File: config.mk
export PLATFORM = sky130hd
export DESIGN_NAME = alu_result_encoder
export DESIGN_NICKNAME = d
export VERILOG_FILES = /design/src/rtl/alu_pkg.sv /design/src/rtl/sync_fifo.sv /design/src/rtl/alu_result_encoder.sv
export SDC_FILE = /design/constraint.sdc
export NUM_CORES = 1
export LEC_CHECK = 0
export ABC_AREA = 0
export CORE_MARGIN = 2
export CORE_UTILIZATION = 39
export DETAILED_ROUTE_END_ITERATION = 6
export PLACE_DENSITY = 0.76
export RECOVER_POWER = 25
export SETUP_SLACK_MARGIN = 0.1
export SLEW_MARGIN = 20
export SYNTH_ARGS = -nofsm -noshare
export SYNTH_HDL_FRONTEND = slang
export SYNTH_SLANG_ARGS = --single-unit
File: constraint.sdc
create_clock -name CLK -period 2.8 [get_ports CLK]
set_input_delay 0.7 -clock CLK [delete_from_list [all_inputs] [get_ports CLK]]
set_output_delay 0.7 -clock CLK [all_outputs]
set_load 0.05 [all_outputs]
File: src/rtl/alu_pkg.sv
// Shared ALU definitions: functional-unit codes (matching the function decoder's
// alu_fun encoding) and the default result width.
package alu_pkg;
  localparam logic [1:0] UNIT_ARITH = 2'd0;
  localparam logic [1:0] UNIT_LOGIC = 2'd1;
  localparam logic [1:0] UNIT_CMP   = 2'd2;
  localparam logic [1:0] UNIT_SHIFT = 2'd3;

  localparam int DEFAULT_OUT_WIDTH = 16;
endpackage

File: src/rtl/sync_fifo.sv
// Small synchronous FIFO with a combinational head read. A push while full is
// accepted only when a pop happens in the same cycle.
module sync_fifo #(
  parameter int WIDTH = 18,
  parameter int DEPTH = 2
) (
  input  logic             clk,
  input  logic             srst,
  input  logic             push_i,
  input  logic             pop_i,
  input  logic [WIDTH-1:0] din_i,
  output logic [WIDTH-1:0] head_o,
  output logic             full_o,
  output logic             empty_o
);
  localparam int AW = $clog2(DEPTH);
  localparam int CW = AW + 1;

  logic [WIDTH-1:0] mem_q [DEPTH];
  logic [AW-1:0]    wptr_q, wptr_d;
  logic [AW-1:0]    rptr_q, rptr_d;
  logic [CW-1:0]    count_q, count_d;
  logic             do_push, do_pop;

  assign empty_o = (count_q == '0);
  assign full_o  = (count_q == CW'(DEPTH));
  assign head_o  = mem_q[rptr_q];

  assign do_pop  = pop_i && !empty_o;
  assign do_push = push_i && (!full_o || do_pop);

  // Power-of-two depth lets the pointers wrap by plain overflow.
  always_comb begin
    wptr_d  = do_push ? wptr_q + 1'b1 : wptr_q;
    rptr_d  = do_pop  ? rptr_q + 1'b1 : rptr_q;
    count_d = count_q + CW'(do_push) - CW'(do_pop);
  end

  always_ff @(posedge clk) begin
    if (srst) begin
      wptr_q  <= '0;
      rptr_q  <= '0;
      count_q <= '0;
    end else begin
      wptr_q  <= wptr_d;
      rptr_q  <= rptr_d;
      count_q <= count_d;
    end
  end

  always_ff @(posedge clk) begin
    if (!srst && do_push) begin
      mem_q[wptr_q] <= din_i;
    end
  end
endmodule

File: src/rtl/alu_result_encoder.sv
// Encodes the one-hot unit-valid flags into a unit code, buffers {code, result}
// and presents it over valid/ready with multi-hot and overflow error reporting.
module alu_result_encoder
  import alu_pkg::*;
#(
  parameter int OUT_WIDTH = DEFAULT_OUT_WIDTH,
  parameter int DEPTH     = 2
) (
  input  logic                 CLK,
  input  logic                 RST,
  input  logic [OUT_WIDTH-1:0] arith_out,
  input  logic                 arith_flag,
  input  logic [OUT_WIDTH-1:0] logic_out,
  input  logic                 logic_flag,
  input  logic [OUT_WIDTH-1:0] cmp_out,
  input  logic                 cmp_flag,
  input  logic [OUT_WIDTH-1:0] shift_out,
  input  logic                 shift_flag,
  input  logic                 out_ready,
  input  logic                 clr_err,
  output logic [OUT_WIDTH-1:0] alu_out,
  output logic [1:0]           unit_id,
  output logic                 out_valid,
  output logic                 fifo_full,
  output logic                 multi_hot_err,
  output logic                 overflow_err
);
  logic [3:0]             flags;
  logic [1:0]             sel_id;
  logic [OUT_WIDTH-1:0]   sel_data;
  logic                   push, pop, multi_hot, overflow;
  logic                   full, empty;
  logic [OUT_WIDTH+1:0]   head;
  logic                   multi_hot_err_q, multi_hot_err_d;
  logic                   overflow_err_q, overflow_err_d;

  assign flags = {shift_flag, cmp_flag, logic_flag, arith_flag};

  always_comb begin
    sel_id   = UNIT_ARITH;
    sel_data = '0;
    if (arith_flag) begin
      sel_id   = UNIT_ARITH;
      sel_data = arith_out;
    end else if (logic_flag) begin
      sel_id   = UNIT_LOGIC;
      sel_data = logic_out;
    end else if (cmp_flag) begin
      sel_id   = UNIT_CMP;
      sel_data = cmp_out;
    end else if (shift_flag) begin
      sel_id   = UNIT_SHIFT;
      sel_data = shift_out;
    end
  end

  // Clearing the lowest set bit leaves something only if two or more were set.
  assign multi_hot = |(flags & (flags - 4'd1));
  assign push      = |flags;
  assign out_valid = !empty;
  assign fifo_full = full;
  assign pop       = out_valid && out_ready;
  assign overflow  = push && full && !pop;

  sync_fifo #(
    .WIDTH(OUT_WIDTH + 2),
    .DEPTH(DEPTH)
  ) u_fifo (
    .clk    (CLK),
    .srst   (RST),
    .push_i (push),
    .pop_i  (pop),
    .din_i  ({sel_id, sel_data}),
    .head_o (head),
    .full_o (full),
    .empty_o(empty)
  );

  always_comb begin
    multi_hot_err_d = multi_hot;
    overflow_err_d  = overflow_err_q;
    if (overflow) begin
      overflow_err_d = 1'b1;
    end else if (clr_err) begin
      overflow_err_d = 1'b0;
    end
  end

  always_ff @(posedge CLK) begin
    if (RST) begin
      multi_hot_err_q <= 1'b0;
      overflow_err_q  <= 1'b0;
    end else begin
      multi_hot_err_q <= multi_hot_err_d;
      overflow_err_q  <= overflow_err_d;
    end
  end

  assign alu_out       = out_valid ? head[OUT_WIDTH-1:0] : '0;
  assign unit_id       = out_valid ? head[OUT_WIDTH+1:OUT_WIDTH] : 2'd0;
  assign multi_hot_err = multi_hot_err_q;
  assign overflow_err  = overflow_err_q;
endmodule

* Yosys cells after proc, flatten, opt, wreduce, memory -nomap -nowiden
Memory sizes are Yosys's and may differ from the RTL's. A register that Yosys moved wholly into a read port is not among the register bits.
Index checks and enable logic that the tools add are counted.
** Storage, ports and cells
- Register bits after elaboration :: 6
- Word-level logic and storage cells :: 44
- Memory bits (read-only) :: 0
- Memories kept :: 1
- Latch bits :: 0
- Memory bits (writable) :: 36
- Bits of input ports :: 72
** Memories
- u_fifo.mem_q :: depth 2, bits a word 18, read ports 1, clocked after memory_dff 1, wr ports 1, RTL line sync_fifo.sv:19 : logic [WIDTH-1:0] mem_q [DEPTH];
** Operators by class
- $lt $le $gt $ge :: 0
- Multiplexer cells :: 16
- Multipliers :: 0
- Bitwise gates (word level) :: 1
- Add/subtract/negate cells :: 5
- Shifts and indexed selects :: 0
- Reductions and logical operators :: 15
- Divide/modulo/power cells :: 0
- Equality and inequality tests :: 1
** Operators by type and width (count)
- 2-to-1 mux 16 bit :: 5
- 2-to-1 mux 2 bit :: 5
- OR reduction 4 bit :: 2
- logical AND 1 bit :: 6
- 2-to-1 mux 1 bit :: 6
- AND 4 bit :: 1
- zero test 1 bit :: 4
- subtractor 4 x 1 -> 4 bit, second input constant :: 1
- adder 1 bit, second input constant :: 2
- adder 2 x 1 -> 2 bit :: 1
- == test 2 bit, second input constant :: 1
- zero test 2 bit :: 1
- nonzero test 2 bit :: 1
- subtractor 2 x 1 -> 2 bit :: 1
- logical OR 1 bit :: 1

* Longest topological paths before layout
Gate-level depths: netlist of the first run.
- Depth in word-level cells :: 9
- Gate-level depth with buffers :: 6

* Hierarchy
Synthesis of the first run repeated with hierarchy kept, for this count alone.
** Unflattened totals
- Cells, all modules :: 184
- Area, all modules :: 2214.6 um2
** By module, submodules not included
- sync_fifo :: instances 1, seq. area each 1181.1 um2, cells each 88, area each 1577.8 um2
- alu_result_encoder :: instances 1, seq. area each 40.0 um2, cells each 96, area each 636.9 um2

* Worst setup path after synthesis of the first run
No wires, ideal clock.
- Path kind :: input -> register
- Start point :: input port RST
- End point :: memory u_fifo.mem_q[1][0] (enable)
- Arrival time :: 2.312 ns
- Data required time :: 2.380 ns
- Buffers on the path :: 1
- Stages on the path :: 2
- Path slack :: 0.068 ns
- Library setup time :: 0.420 ns
- Cells stage by stage :: buf_1 nor3b_1
** On the way
- Longest elaborated chain between the ends :: 4
** RTL lines
- start, declared :: RTL line alu_result_encoder.sv:10 : input logic RST,
- zero test 1 bit :: RTL line sync_fifo.sv:52 : if (!srst && do_push) begin
- logical AND 1 bit :: RTL line sync_fifo.sv:52
- 2-to-1 mux 1 bit :: RTL line sync_fifo.sv:52
- 2-to-1 mux 1 bit (not written as such) :: RTL line sync_fifo.sv:53 : mem_q[wptr_q] <= din_i;
- end, declared :: RTL line sync_fifo.sv:19
Every way passes these cells.

* Final worst setup path of the first run
- Start point :: input port shift_flag
- End point :: memory u_fifo.mem_q[1][11] (enable)
** On the way
- Longest elaborated chain between the ends :: 5
** RTL lines
- start, declared :: RTL line alu_result_encoder.sv:18 : input logic shift_flag,
- OR reduction 4 bit :: RTL line alu_result_encoder.sv:59 : assign push = |flags;
- logical AND 1 bit :: RTL line sync_fifo.sv:30 : assign do_push = push_i && (!full_o || do_pop);
- logical AND 1 bit :: RTL line sync_fifo.sv:52
- 2-to-1 mux 1 bit :: RTL line sync_fifo.sv:52
- 2-to-1 mux 1 bit (not written as such) :: RTL line sync_fifo.sv:53
Every way passes these cells.

==> flow_summary.json, run 1 <==
{
  "endpoint_kind": "flip-flop",
  "hold_end": "u_fifo.rptr_q$_SDFFE_PP0P_",
  "highest_layer": "met4",
  "post-dp-hpwl_mm": 3.98,
  "wl_met1_mm": 2.16,
  "gp_congestion": 0.737,
  "p_seq_share_pct": 30.3,
  "hold_viol_final": 0,
  "slew_headroom_pct": 42.2,
  "drv_slew": 0,
  "p_switching_uw": 1070,
  "final_util_pct": 61.8,
  "synth_cells": 200,
  "fp.dieW_um": 81.4,
  "die_y_um": 81.4,
  "drt_iter0_markers": 117,
  "start_kind": "primary input",
  "peakVddDrop_v": 0.000442,
  "cts_buffer_depth": 2,
  "power_frac_comb_pct": 56.5,
  "ys_types": 35,
  "post-route-cell-area_um2": 3610,
  "rsz0062_at_grt": "no",
  "arrival_ps": 2380,
  "grt_use_total_pct": 17.3,
  "crit_required_ps": 2710,
  "clockRootBuffer": "clkbuf_8",
  "p_sw_share_pct": 38.7,
  "syn2layout_area_growth_pct": 54.9,
  "worst_pin_slew_ps": 867,
  "hold_start": "u_fifo.rptr_q$_SDFFE_PP0P_",
  "antenna_cells": 0,
  "grt_pass1_vias": 1845,
  "fillCellCount": 478,
  "yosys_register_bits": 43,
  "antenna_found_initial": 0,
  "dp.cells": 361,
  "die_area_um2": 6620,
  "power_leakage_uw": 0.00132,
  "reg2reg_from": "u_fifo.count_q[1]$_SDFF_PP0_",
  "reg2reg_slack_ps": 920,
  "ios": 94,
  "layoutNonFillerInstCount": 374,
  "fmax_ghz": 0.405,
  "wl_met2_mm": 2.93,
  "clk_latency_ps": 290,
  "cap_violations": 0,
  "slowest_stage": "nor3b_4",
  "post-place-ws_ps": 73.3,
  "tns_ps": 0,
  "hold_path.class": "flip-flop to flip-flop",
  "min_period_over_period_pct": 88.1,
  "clock_skew_ps": 10.8,
  "seq_area_frac_synth_pct": 52.3,
  "cts_buffers": 5,
  "powerDensity_nw_per_um2": 763,
  "clkTransAtPathRegs_ps": 80,
  "first_pass_iters": 4,
  "min_path_cells": 2,
  "wl_mm": 5.49,
  "intPower_uw": 1690,
  "outcome": "finished, final reports clean",
  "syn-num-nets": 273,
  "place_area_um2": 3520,
  "critPathTopFamily": "simple AND/OR/NAND/NOR gates",
  "drive_gt1_share_pct": 19.7,
  "cpPeakStageDelay_ps": 740,
  "grt_max_degree": 38,
  "met3WireLength_um": 274,
  "grt-ovfl-total": 0,
  "fin_nets": 371,
  "routedWlPerCell_um": 14.7,
  "initial_core_util_pct": 39.9,
  "synth.yosys.warnings": 0,
  "io_buffers": 93,
  "period_needed_ps": 2470,
  "postCtsHoldBufs": 0,
  "worstPathCellList": "dlygate4sd3_1, or4_1, nand2b_1, nor3b_4",
  "setup_violations": 0,
  "antenna_left": 0,
  "fin_ws_ps": 332,
  "drc": 0,
  "core-area_um2": 5850,
  "syn_area_um2": 2330,
  "vias": 1909,
  "clkSinkCount": 43,
  "row_count": 28,
  "viasPerCell": 5.10,
  "worstRegToRegCells": 3,
  "grt_pass1_wl_mm": 8.55,
  "p_clk_share_pct": 13.2,
  "avgSynthCellArea_um2": 11.7,
  "critPathKind": "primary input to flip-flop",
  "h-tree-depth": 2,
  "worstPathMaxFanout": 18,
  "crit_buf_inv": 1,
  "timing.rr.end": "u_fifo.mem_q[1][11]$_DFFE_PP_",
  "cts_tree": "built"
}
-- how the worst max path moves through the flow --
| stage | start | endpoint | slack [ps] | depth (start not counted) |
|---|---|---|---|---|
| 3_5_place_dp | shift_flag | u_fifo.mem_q[1][7]$_DFFE_PP_ | 70 | 4 |
| 2_1_floorplan | RST | u_fifo.mem_q[0][0]$_DFFE_PP_ | 160 | 2 |
| 5_1_grt | shift_flag | u_fifo.mem_q[1][0]$_DFFE_PP_ | 220 | 4 |
| 6_report | shift_flag | u_fifo.mem_q[1][11]$_DFFE_PP_ | 330 | 4 |
| 4_1_cts | u_fifo.count_q[1]$_SDFF_PP0_ | out_valid | 210 | 3 |
| 3_3_place_gp | shift_flag | u_fifo.mem_q[1][13]$_DFFE_PP_ | 100 | 4 |
-- cell families (layout without fill, tap and decap cells) --
| group | count (synthesis) | count (layout) | share of synthesized area, % |
|---|---|---|---|
| adder cells (fa/ha/maj) | 2 | 2 | 0.965 |
| AND/OR/NAND/NOR | 73 | 73 | 15.5 |
| flip-flops | 43 | 43 | 52.3 |
| multiplexers | 18 | 18 | 7.72 |
| XOR/XNOR | 2 | 2 | 0.751 |
| AO/OA/AOI/OAI | 41 | 41 | 17.8 |
| buffers and inverters | 21 | 120 | 4.93 |
-- flip-flops by register name, indices dropped and copies added (netlist names), named ones only --
register        flops
u_fifo.rptr_q       1
multi_hot_err       1
u_fifo.mem_q       36
overflow_err        1
u_fifo.count_q      2
u_fifo.wptr_q       1
-- power by group through the flow --
stage | registers, uW | clock network [uW] | logic (uW)
6_report | 835 | 365 | 1560
5_1_grt | 843 | 401 | 1650
3_5_place_dp | 845 | 0 | 1510
4_1_cts | 834 | 371 | 1520
3_3_place_gp | 838 | 0 | 1500
2_1_floorplan | 845 | 0 | 809
-- cells in the final DEF (no fill, tap or decap), types with 2 or more instances in the layout --
| cell | synthesis | routed |
|---|---|---|
| clkdlybuf4s50_1 | 0 | 70 |
| edfxtp_1 | 36 | 36 |
| nor2_1 | 26 | 26 |
| mux2i_1 | 18 | 18 |
| buf_12 | 1 | 18 |
| nor2b_1 | 17 | 17 |
| nand2_1 | 16 | 16 |
| buf_4 | 1 | 13 |
| a221oi_1 | 6 | 9 |
| o31ai_1 | 6 | 8 |
| o31ai_2 | 9 | 7 |
| dfxtp_1 | 7 | 7 |
| a221oi_2 | 9 | 6 |
| inv_1 | 5 | 5 |
| nor3_1 | 6 | 5 |
| clkbuf_8 | 0 | 5 |
| a21oi_1 | 4 | 4 |
| dlygate4sd3_1 | 0 | 4 |
| o21ai_0 | 3 | 3 |
| xor2_1 | 2 | 2 |
| clkbuf_1 | 3 | 2 |
-- worst reg2reg max path: cells and delay by family (launching register included) --
family	cells	cell delay, ps
simple gates	3	1120
flops	1	380
-- layout make-up --
cell class | count | area [um^2] | area share (%)
clock inverter | 1 | 5.00 | 0.139
clock buffer | 7 | 76.3 | 2.11
sequential | 43 | 1220 | 33.8
timing repair buffer | 107 | 1210 | 33.4
tap | 75 | 93.8 | 2.60
multi-input combinational | 136 | 990 | 27.4
inverter | 5 | 18.8 | 0.519
-- cell usage after synthesis (all sizes together) --
master | n | share of area, %
a21bo | 1 | 0.43
a21oi | 4 | 0.86
a221oi | 15 | 8.0
a22o | 1 | 0.38
buf | 13 | 3.6
clkbuf | 3 | 0.48
dfxtp | 7 | 6.0
edfxtp | 36 | 46
ha | 1 | 0.54
inv | 5 | 0.80
maj3 | 1 | 0.43
mux2i | 18 | 7.7
nand2 | 16 | 2.6
nand2b | 1 | 0.27
nor2 | 27 | 4.5
nor2b | 18 | 4.9
nor3 | 6 | 1.3
nor3b | 2 | 0.86
nor4 | 1 | 0.54
o21a | 1 | 0.32
o21ai | 3 | 0.64
o311ai | 1 | 0.38
o31ai | 15 | 6.8
or3 | 1 | 0.27
or4 | 1 | 0.32
xor2 | 2 | 0.75
-- routing by layer --
| metal | track usage [%] | vias to the layer above |
|---|---|---|
| met5 | 0 | - |
| met2 | 30.0 | 63 |
| met3 | 3.78 | 10 |
| li1 | - | 937 |
| met1 | 20.2 | 899 |
| met4 | 8.47 | 0 |
-- timing repair --
item | in CTS | in global routing
setup endpoints to repair | 1 | 1
pin swaps | 0 | 1
setup buffers | 0 | 5
gates resized for setup | 1 | 0
-- per-stage QoR --
step,hold WS [ps],power [uW]
floorplan,466,1650
global placement,485,2340
detailed placement,494,2360
CTS,516,2720
global route,538,2890
finish,510,2760
Note: power is estimated with default switching activity, not from simulation.
==> run 2: changes to the inputs <==
--- a/config.mk
+++ b/config.mk
@@ -9,6 +9,7 @@
 export CORE_MARGIN = 2
 export CORE_UTILIZATION = 39
 export DETAILED_ROUTE_END_ITERATION = 6
+export HOLD_SLACK_MARGIN = 0.03
 export PLACE_DENSITY = 0.76
 export RECOVER_POWER = 25
 export SETUP_SLACK_MARGIN = 0.1
==> results of run 2 <==
The final DEF is identical to that of run 1; final timing and power are the same.
==> run 3: changes to the inputs <==
==> constraint.sdc (replaced) <==
create_clock -name CLK -period 2.8 [get_ports CLK]
set_input_delay 0.56 -clock CLK [delete_from_list [all_inputs] [get_ports CLK]]
set_output_delay 0.56 -clock CLK [all_outputs]
set_load 0.05 [all_outputs]
==> run 3 against run 2 <==
  * Hold slack better by 10 ps
  * Via count fell by 1.2%
  * Critical path type unchanged
  * Maximum frequency is 4.6% higher
  * Global-route usage up 0.57 points
  * Largest power group unchanged
  * Critical path depth grew 1
  * Sequential power rose by 1%
  * Non-clock buffer count fell by 6
  * Total power shrank 3.5%
  * Clock power rose by 20%
==> flow_summary.json, run 3 (same netlist as run 1, synthesis figures left out) <==
{
  "cap_violations": 0,
  "slew_headroom_pct": 44.2,
  "cts_buffer_depth": 2,
  "start_kind": "primary input",
  "drv_slew": 0,
  "viasPerCell": 5.13,
  "powerDensity_nw_per_um2": 754,
  "reg_top3": "u_fifo.mem_q: 36 flops, u_fifo.count_q: 2 flops",
  "largest_register_ffs": 36,
  "place_area_um2": 3420,
  "post-place-ws_ps": 428,
  "wl_mm": 5.71,
  "worst_pin_slew_ps": 837,
  "use_met3_pct": 2.78,
  "clkSinkCount": 43,
  "post-dp-hpwl_mm": 4.22,
  "first_pass_iters": 4,
  "reg2reg_slack_ps": 1160,
  "p_total_uw": 2660,
  "drive_gt1_share_pct": 19.8,
  "io_buffers": 93,
  "endpoint_kind": "flip-flop",
  "crit_required_ps": 2900,
  "postCtsSetupRepairBufs": 0,
  "gp_congestion": 0.738,
  "min_period_over_period_pct": 84.3,
  "ios": 94,
  "outcome": "finished, final reports clean",
  "drt_iter0_markers": 73,
  "grt-ovfl-total": 0,
  "initial_core_util_pct": 39.9,
  "largest-register": "u_fifo.mem_q",
  "hold_start": "u_fifo.rptr_q$_SDFFE_PP0P_",
  "rsz0062_at_grt": "no",
  "final_cell_mix": "70 x clkdlybuf4s50_1, 36 x edfxtp_1, 26 x nor2_1",
  "whs_ps": 520,
  "vias": 1886,
  "worstPathMaxFanout": 10,
  "grt_use_total_pct": 17.9,
  "core-area_um2": 5850,
  "post-route-cell-area_um2": 3530,
  "power_leakage_uw": 0.00129,
  "antenna_left": 0,
  "gr-max-usage-layer": "met2",
  "cts_tree": "built",
  "clkTransAtPathRegs_ps": 90,
  "timing.rr.end": "u_fifo.count_q[1]$_SDFF_PP0_",
  "grt_pass1_vias": 1807,
  "fp.dieW_um": 81.4,
  "hold_path.class": "flip-flop to flip-flop",
  "fin_ws_ps": 440,
  "global_route.usage.met2_pct": 32.6,
  "die_area_um2": 6620,
  "antenna_found_initial": 0,
  "clk_latency_ps": 290,
  "grt_max_degree": 38,
  "setup_violations": 0,
  "worstRegToRegCells": 5,
  "tns_ps": 0,
  "cts_resized": 0,
  "min_path_cells": 2,
  "routedWlPerCell_um": 15.5,
  "arrival_ps": 2460,
  "use_met1_pct": 20.9,
  "cts_buffers": 5,
  "die_y_um": 81.4,
  "grt_pass1_wl_mm": 8.73,
  "fmax_ghz": 0.424,
  "h-tree-depth": 2,
  "clock_skew_ps": 9.81,
  "postCtsHoldBufs": 0,
  "drc": 0,
  "antenna_cells": 0,
  "row_count": 28,
  "final_common_cell": "clkdlybuf4s50_1",
  "fillCellCount": 467,
  "syn2layout_area_growth_pct": 51.2,
  "peakVddDrop_v": 0.000475,
  "period_needed_ps": 2360,
  "hold_viol_final": 0,
  "critPathKind": "primary input to flip-flop",
  "fin_nets": 365,
  "clockRootBuffer": "clkbuf_8",
  "reg2reg_from": "u_fifo.count_q[0]$_SDFF_PP0_"
}
run 3: changes by cell type in the layout (fill, tap and decap cells not counted), sizes merged:
| cell | previous run | this run |
|---|---|---|
| clkinv | 1 | 2 |
| clkbuf | 8 | 7 |
| buf | 32 | 25 |
| dlygate4sd3 | 4 | 5 |
run 3: final cells by class:
cell class,instances,area [um^2],share of cell area (%)
Inverter,5,18.8,0.532
Timing Repair Buffer,101,1080,30.6
Multi-Input combinational cell,136,1000,28.5
Clock buffer,6,93.8,2.66
Sequential cell,43,1220,34.6
Tap cell,75,93.8,2.66
Clock inverter,2,13.8,0.390
run 3: how the worst max path moves through the flow:
stage                    start                            end  slack [ps]
finish              shift_flag  u_fifo.mem_q[1][12]$_DFFE_PP_         440
global route        shift_flag  u_fifo.mem_q[0][12]$_DFFE_PP_         340
CTS                  flip-flop                     unit_id[0]         540
detailed placement  shift_flag   u_fifo.mem_q[1][5]$_DFFE_PP_         430
global placement    shift_flag  u_fifo.mem_q[1][12]$_DFFE_PP_         490
floorplan                  RST   u_fifo.mem_q[1][0]$_DFFE_PP_         210
run 3: per-stage QoR:
step / utilization [%] / instances
after floorplan: - / 200
after global placement: 58.5 / 360
after detailed placement: 58.5 / 360
after CTS: 60.4 / 368
after global routing: 60.3 / 368
final: 60.3 / 368
run 3: routing by layer:
layer	share of wire, %	up-vias	routed length, um
met5	0	-	0
met4	1.4	0	82
met3	3.6	7	206
met2	56	49	3170
met1	39	902	2250
li1	-	928	-
run 3: worst max-delay path, cell delays in order:
cell and delay (ps):
dlygate4sd3_1 650, nor2b_1 550, buf_4 320, a221oi_2 90, o31ai_2 280
run 3: where the power goes:
part | switching [uW] | internal (uW) | total, uW
registers | 49.5 | 793 | 843
logic | 798 | 582 | 1380
clock network | 208 | 230 | 438
